<file path="src/rtl/smart_led_pkg.sv">
// smart_led_pkg: frame layout constants and the receive state type shared by
// the smart-LED frame controller and its input synchronizer.
`timescale 1ns/1ps
package smart_led_pkg;

  localparam int FRAME_BITS = 32;
  localparam int DATA_BITS  = 30;
  localparam int USE_BIT    = 30;
  localparam int PARITY_BIT = 31;

  typedef enum logic [1:0] {
    IDLE,
    SHIFT,
    DONE
  } frame_state_t;

endpackage

</file>
<file path="src/rtl/smart_led_in_sync.sv">
// smart_led_in_sync: brings the upstream serial clock/data into the clk
// domain through 2-FF synchronizers and produces a registered rising-edge
// pulse together with the data bit sampled in the same cycle.
`timescale 1ns/1ps
module smart_led_in_sync (
  input  logic clk,
  input  logic rst_n,
  input  logic in_data,
  input  logic in_clock,
  output logic sample,
  output logic edge_pulse,
  output logic sync_clock
);

  logic clk_s1;
  logic clk_s2;
  logic clk_prev;
  logic data_s1;
  logic data_s2;

  // Two-stage synchronizers, then edge detect; the pulse and its data bit
  // are registered together so they stay aligned.
  always_ff @(posedge clk or negedge rst_n) begin
    if (!rst_n) begin
      clk_s1     <= 1'b0;
      clk_s2     <= 1'b0;
      clk_prev   <= 1'b0;
      data_s1    <= 1'b0;
      data_s2    <= 1'b0;
      sample     <= 1'b0;
      edge_pulse <= 1'b0;
    end else begin
      clk_s1     <= in_clock;
      clk_s2     <= clk_s1;
      clk_prev   <= clk_s2;
      data_s1    <= in_data;
      data_s2    <= data_s1;
      sample     <= data_s2;
      edge_pulse <= clk_s2 & ~clk_prev;
    end
  end

  // Synchronized clock, aligned with the edge pulse.
  assign sync_clock = clk_prev;

endmodule

</file>
<file path="src/rtl/smart_led_frame_ctrl.sv">
// smart_led_frame_ctrl: receives 32-bit LSB-first frames, claims the first
// unclaimed frame after each latch gap, forwards the stream downstream with
// the use flag set on the claimed frame, and latches the claimed payload to
// the LED driver once the line has been idle for TIMEOUT cycles.
// Optional feature macro: SMART_LED_PARITY_CHECK_EN (when undefined, frames
// are treated as parity-good and forwarded parity is always regenerated).
`timescale 1ns/1ps
module smart_led_frame_ctrl
  import smart_led_pkg::*;
#(
  parameter int TIMEOUT = 1000,
  parameter int TO_W    = 10
) (
  input  logic                 clk,
  input  logic                 rst_n,
  input  logic                 in_data,
  input  logic                 in_clock,
  output logic                 out_data,
  output logic                 out_clock,
  output logic [DATA_BITS-1:0] led_data,
  output logic                 led_valid,
  output logic                 parity_error,
  output logic                 frame_error,
  output logic                 claimed
);

  logic                 sample;
  logic                 edge_pulse;
  logic                 sync_clock;

  frame_state_t         state;
  logic [4:0]           bit_cnt;
  logic [4:0]           bit_idx;
  logic [DATA_BITS-1:0] shift_reg;
  logic [DATA_BITS-1:0] pending;
  logic [TO_W-1:0]      idle_cnt;
  logic                 tentative;
  logic                 fwd_par;
  logic                 fwd_bit;
  logic                 rx_bad;
  logic                 to_hit;
  logic                 oclk_d1;

  smart_led_in_sync u_sync (
    .clk        (clk),
    .rst_n      (rst_n),
    .in_data    (in_data),
    .in_clock   (in_clock),
    .sample     (sample),
    .edge_pulse (edge_pulse),
    .sync_clock (sync_clock)
  );

  // An edge outside SHIFT always starts a new frame at bit 0.
  assign bit_idx = (state == SHIFT) ? bit_cnt : 5'd0;

  // Timeout fires once, on the cycle the idle counter reaches TIMEOUT; an
  // edge in the same cycle takes priority.
  assign to_hit = !edge_pulse && (idle_cnt == TO_W'(TIMEOUT - 1));

`ifdef SMART_LED_PARITY_CHECK_EN
  logic rx_par;
  // Received frame is bad when the XOR over all 32 bits is nonzero.
  assign rx_bad = rx_par ^ sample;
`else
  assign rx_bad = 1'b0;
`endif

  // Bit to forward: use flag forced to 1 when this pixel claims, parity
  // regenerated over the forwarded bits (inverted for a bad input frame).
  always_comb begin
    fwd_bit = sample;
    if (bit_idx == 5'(USE_BIT)) begin
      fwd_bit = sample | ~claimed;
    end else if (bit_idx == 5'(PARITY_BIT)) begin
      fwd_bit = fwd_par ^ rx_bad;
    end
  end

`ifdef SMART_LED_PARITY_CHECK_EN
  // Running XOR of received bits 0..30 for the parity check.
  always_ff @(posedge clk or negedge rst_n) begin
    if (!rst_n) begin
      rx_par <= 1'b0;
    end else if (edge_pulse) begin
      rx_par <= (bit_idx == 5'd0) ? sample : (rx_par ^ sample);
    end
  end
`endif

  // Frame sequencer, claim/check logic, idle timeout and LED latch.
  always_ff @(posedge clk or negedge rst_n) begin
    if (!rst_n) begin
      state        <= IDLE;
      bit_cnt      <= 5'd0;
      shift_reg    <= '0;
      pending      <= '0;
      idle_cnt     <= '0;
      tentative    <= 1'b0;
      fwd_par      <= 1'b0;
      out_data     <= 1'b0;
      led_data     <= '0;
      led_valid    <= 1'b0;
      parity_error <= 1'b0;
      frame_error  <= 1'b0;
      claimed      <= 1'b0;
    end else begin
      led_valid    <= 1'b0;
      parity_error <= 1'b0;
      frame_error  <= 1'b0;
      if (edge_pulse) begin
        idle_cnt <= '0;
        out_data <= fwd_bit;
        fwd_par  <= (bit_idx == 5'd0) ? fwd_bit : (fwd_par ^ fwd_bit);
        if (bit_idx < 5'(DATA_BITS)) begin
          shift_reg <= {sample, shift_reg[DATA_BITS-1:1]};
        end
        if (bit_idx == 5'(USE_BIT)) begin
          tentative <= ~sample & ~claimed;
        end
        if (state == SHIFT) begin
          bit_cnt <= bit_cnt + 5'd1;
          if (bit_cnt == 5'(FRAME_BITS - 1)) begin
            state     <= DONE;
            tentative <= 1'b0;
            if (rx_bad) begin
              parity_error <= 1'b1;
            end else if (tentative) begin
              pending <= shift_reg;
              claimed <= 1'b1;
            end
          end
        end else begin
          state   <= SHIFT;
          bit_cnt <= 5'd1;
        end
      end else begin
        if (idle_cnt != TO_W'(TIMEOUT)) begin
          idle_cnt <= idle_cnt + 1'b1;
        end
        if (to_hit) begin
          state     <= IDLE;
          bit_cnt   <= 5'd0;
          tentative <= 1'b0;
          if (state == SHIFT && bit_cnt != 5'd0) begin
            frame_error <= 1'b1;
          end
          if (claimed) begin
            led_data  <= pending;
            led_valid <= 1'b1;
            claimed   <= 1'b0;
          end
        end
      end
    end
  end

  // Downstream clock trails the edge pulse by two cycles so out_data leads
  // its rise by one cycle.
  always_ff @(posedge clk or negedge rst_n) begin
    if (!rst_n) begin
      oclk_d1   <= 1'b0;
      out_clock <= 1'b0;
    end else begin
      oclk_d1   <= sync_clock;
      out_clock <= oclk_d1;
    end
  end

endmodule

</file>
<file path="config.mk">
export PLATFORM = sky130hd
export DESIGN_NAME = smart_led_frame_ctrl
export DESIGN_NICKNAME = d
export VERILOG_FILES = /design/src/rtl/smart_led_pkg.sv /design/src/rtl/smart_led_in_sync.sv /design/src/rtl/smart_led_frame_ctrl.sv
export SDC_FILE = /design/constraint.sdc
export NUM_CORES = 1
export LEC_CHECK = 0
export CAP_MARGIN = 20
export CORE_MARGIN = 5
export CORE_UTILIZATION = 57
export DETAILED_ROUTE_END_ITERATION = 8
export GPL_TIMING_DRIVEN = 0
export PLACE_DENSITY_LB_ADDON = 0.05
export SLEW_MARGIN = 20
export SYNTH_ARGS = -nofsm -noshare
export SYNTH_HDL_FRONTEND = slang
export SYNTH_SLANG_ARGS = --single-unit
</file>
<file path="constraint.sdc">
create_clock -name clk -period 2.45 [get_ports clk]
set_input_delay 0.3675 -clock clk [delete_from_list [all_inputs] [get_ports clk]]
set_output_delay 0.3675 -clock clk [all_outputs]
set_load 0.02 [all_outputs]
</file>
## Word level (Yosys, flattened, before mapping)

Cells that the tools add are included.

| storage, ports and cells | value |
|---|---|
| memory bits (writable) | 0 |
| word-level logic and storage cells | 82 |
| latch bits | 0 |
| memories kept | 0 |
| bits in read-only memories | 0 |
| output and inout bits | 36 |
| input port bits | 4 |
| register bits after elaboration | 122 |

| cells by class | value |
|---|---|
| divide/modulo/power cells | 0 |
| order comparisons | 1 |
| bitwise logic cells | 8 |
| $mul | 0 |
| equality and inequality tests | 10 |
| add/sub/neg operators | 2 |
| reduce and logical (&&, ||, !) cells | 12 |
| mux-type cells | 28 |
| shifts and indexed selects | 0 |

Operators by type and width:

| operator | count |
|---|---|
| $mux W10 | 2 |
| $mux W5 | 4 |
| $mux W1 | 18 |
| $eq A5 B5 Y1 const B | 3 |
| $add A10 B1 Y10 const B | 1 |
| $eq A10 B10 Y1 const B | 1 |
| $ne A10 B10 Y1 const B | 1 |
| $mux W2 | 4 |
| $reduce_and A4 Y1 | 2 |
| $ne A2 B2 Y1 const B | 3 |
| $add A5 B1 Y5 const B | 1 |
| $logic_not A5 Y1 | 1 |
| $lt A5 B5 Y1 const B | 1 |
| $reduce_bool A5 Y1 | 1 |
| $not A1 Y1 | 4 |
| $reduce_and A2 Y1 | 2 |
| $reduce_bool A2 Y1 | 2 |
| $ne A3 B3 Y1 const B | 1 |
| $reduce_and A3 Y1 | 1 |
| $and A1 B1 Y1 | 2 |
| $eq A2 B1 Y1 const B | 1 |
| $logic_and A1 B1 Y1 | 2 |
| $logic_not A1 Y1 | 1 |
| $or A1 B1 Y1 | 1 |
| $xor A1 B1 Y1 | 1 |

## Longest topological paths before layout

| logic depth | value |
|---|---|
| word-level depth | 7 |
| depth in mapped cells | 8 |
| mapped depth without buffers | 6 |

## Hierarchy

From an unflattened synthesis, not the netlist that was laid out.

| second synthesis, totals | value |
|---|---|
| cell total of the unflattened synthesis | 319 |
| area total of the unflattened synthesis | 4,797.1 um^2 |

Modules (own cells, without submodules):

| module | instances | area each (um^2) | cells each | sequential area each (um^2) |
|---|---|---|---|---|
| smart_led_frame_ctrl | 1 | 4,608.2 | 311 | 2,877.8 |
| smart_led_in_sync | 1 | 188.9 | 8 | 175.2 |

## Worst setup path before layout

Ideal clock, no wire load.

| path | value |
|---|---|
| kind | reg-to-reg |
| from | reg idle_cnt[4] |
| to | reg led_data[0] |
| stages on the path, launching flop included | 8 |
| clock period less this slack | 2.095 ns |
| setup time | 0.125 ns |
| path buffers | 3 |
| data arrival time | 1.970 ns |
| data required time | 2.325 ns |
| slack | 0.355 ns |
| cell sequence | dfrtp_1 -> nand4b_1 -> or4_1 -> buf_2 -> or2_1 -> buf_6 -> buf_6 -> mux2_4 |

| on the way | value |
|---|---|
| word-level cells in the longest chain between the ends | 3 |

RTL lines:

| element | line | source |
|---|---|---|
| start: declaration | smart_led_frame_ctrl.sv:36 | `logic [TO_W-1:0] idle_cnt;` |
| start signal: assignment | smart_led_frame_ctrl.sv:139 | `idle_cnt <= idle_cnt + 1'b1;` |
| $eq A10 B10 Y1 | smart_led_frame_ctrl.sv:59 | `assign to_hit = !edge_pulse && (idle_cnt == TO_W'(TIMEOUT - 1));` |
| $logic_and A1 B1 Y1 | smart_led_frame_ctrl.sv:59 |  |
| $reduce_and A3 Y1 (no source line) | n/a |  |
| end signal: assignment | smart_led_frame_ctrl.sv:149 | `led_data <= pending;` |
| end: declaration | smart_led_frame_ctrl.sv:20 | `output logic [DATA_BITS-1:0] led_data,` |

No other way between the ends.
A chain may end at the register's enable or synchronous reset.

## Worst setup path after layout

| path | value |
|---|---|
| from | reg idle_cnt[4] |
| to | reg led_data[16] |

The elaborated chain is that of the path after synthesis.

==> reports/qor.txt <==
Overall Power: 0.00504 W
core box area: 0.00826 mm2
Post-synth EDFFs: 0
Vias per Instance: 5.39
Critical Path Fanout Max: 10
first-pass GRT wire length: 13700 um
DRT antenna net count: 0
Pleak: 2.93 nW
f_max: 441 MHz
initial DRC count: 76
Mean Syn Cell Area: 15.0 um2
Hold Crit Class: in2reg
final worst-path cycle share: 92.5%
most frequent cells in the layout: dfrtp_1 (122), mux2_2 (61), clkdlybuf4s50_1 (37), mux2_4 (29), clkbuf_16 (16)
vias in the first global route: 2800
crit path DAT: 2650 ps
root buf cell: clkbuf_8
VDD IR-drop max: 575 uV
asr flop ratio synth: 100%
Initial Utilization: 58.9%
HPWL after detailed placement: 4990 um
post-route clock skew: 9.32 ps
status: finished, final reports clean
max-cap violations: 0
final wirelength: 8020 um
most common cell after layout, fill and taps aside: dfrtp_1
Die X: 102 um
1st-pass router iterations: 4
worst-skew pair later-pin latency: 510 ps
Worst-Margin Slew: 642 ps
Synthesized Nets: 332
die area: 0.0105 mm2
fin area: 0.00597 mm2
initial antenna violation count: 0
Port Buffers: 38
Residual DRC: 0
WHS: 296 ps
Worst Setup End Kind: flop
placed cell areas: 0.00540 mm2
Worst-path clk slew: 60 ps
Rel. slew slack: 56.8%
H-Tree Level Count: 4
synth warn: 0
largest net degree at the start of global routing: 77
die height: 102 um
clk buf depth: 2
clk sink count: 122
total negative slack: 0 ps
GRT Util Overall: 17.3%
synth unique cells: 41
Mapped Cells: 323
RD Place Congestion: 0.813
count of hold-fix buffers inserted at cts: 1
Total Nets Final: 391
PwrDens: 844 mW/mm2
DR vias: 2689
CTS tree: built
fillers: 571
Row Count: 33
io pins: 40
postcts setup bufs: 0
number of synthesized register bits: 122
Ant. Diodes: 0
Seq/Total Area, Yosys: 62.8%
register area: 0.00305 mm2
crit path kind: reg2reg
WP data required: 2830 ps
post-detailed-route wirelength per cell: 16.1 um
Worst setup SP type: flop
layout cells sized above 1: 32.7%
max-slew violation count: 0
utilization after layout: 72.3%
CTS Buf Count: 17
total congestion overflow: 0
Multi-input gate area: 0.00169 mm2
Final Hold Fails: 0
RSZ-0062 raised after global routing: no
Syn Std Cell Area: 0.00486 mm2
Layout area overhead: 22.8%
Tmin final: 2270 ps
# setup viols final: 0
Main synth FF type: dfrtp_1
cts repair resizes: 0
==> per-stage QoR <==
| step | instances | worst slack [ps] |
|---|---|---|
| 2_1_floorplan | 323 | 355 |
| 3_3_place_gp | 466 | -3630 |
| 3_5_place_dp | 467 | 185 |
| 4_1_cts | 499 | 179 |
| 5_1_grt | 499 | 64.1 |
| 6_report | 499 | 184 |
==> path summary, 6_finish.rpt <==
kind | from | to | slack, ps | cells after the start
max | idle_cnt[4] | led_data[16] | 180 | 7
min | in_clock | u_sync.clk_s1 | 300 | 1
max reg2reg | idle_cnt[4] | led_data[16] | 180 | 7
min reg2reg | u_sync.data_s1 | u_sync.data_s2 | 350 | 0
max in group asynchronous | rst_n | idle_cnt[8] | 1390 | 3
min in group asynchronous | rst_n | led_valid | 360 | 2
==> metal layers <==
metal	track usage [%]	vias up	wire [um]	share of wire (%)
met5	0	-	0	0
met4	5.45	0	77	0.96
met3	6.48	9	320	4.0
met2	27.0	54	3940	49
met1	22.7	1362	3680	46
li1	-	1264	-	-
==> logic make-up after synthesis <==
kind of cell / after synthesis / synth area share (%)
DFF: 122 / 62.8
muxes: 92 / 23.5
and+or+nand+nor: 50 / 5.33
buffers and inverters: 23 / 2.50
AOI/OAI and AO/OA: 22 / 3.06
xor gates and xnor gates: 8 / 1.44
adders and majority gates: 5 / 1.29
other: 1 / 0.0771
==> cell usage after synthesis (all sizes together), types with 2 or more instances <==
cell	n	area, um2
nor2b	2	12.5
o21ai	7	35.0
xnor2	6	52.6
ha	5	62.6
clkbuf	6	22.5
nor3	4	20.0
nand2	10	37.5
dfrtp	122	3050
inv	8	30.0
nand2b	2	12.5
nand4	3	18.8
nand3	9	45.0
a21oi	4	20.0
or2	2	12.5
xor2	2	17.5
nor2	8	30.0
nor4	3	18.8
mux2i	2	20.0
buf	9	68.8
mux2	90	1120
or3	2	12.5
a32o	3	30.0
==> critical path: stages, from the launching register on <==
cell	delay [ps]
dfrtp_1	410
nand4b_1	250
or4_1	490
buf_2	180
or2_1	220
buf_6	130
buf_6	160
mux2_4	300
==> where the power goes <==
part / leakage (nW) / switching, W / internal (W) / total, W
registers: 1.65 / 0.000151 / 0.00219 / 0.00234
logic: 1.02 / 0.000167 / 0.000186 / 0.000352
clock network: 0.267 / 0.000880 / 0.00146 / 0.00234
total: 2.93 / 0.00120 / 0.00384 / 0.00504
==> final cells by class <==
class | count | area share [%]
sequential | 122 | 51.1
multi-input combinational | 178 | 28.2
clock buffer | 20 | 7.29
timing repair buffer | 40 | 7.02
tap | 105 | 2.20
clock inverter | 11 | 2.07
buffer | 15 | 1.53
inverter | 8 | 0.503
Power figures use the tool's default switching activity.
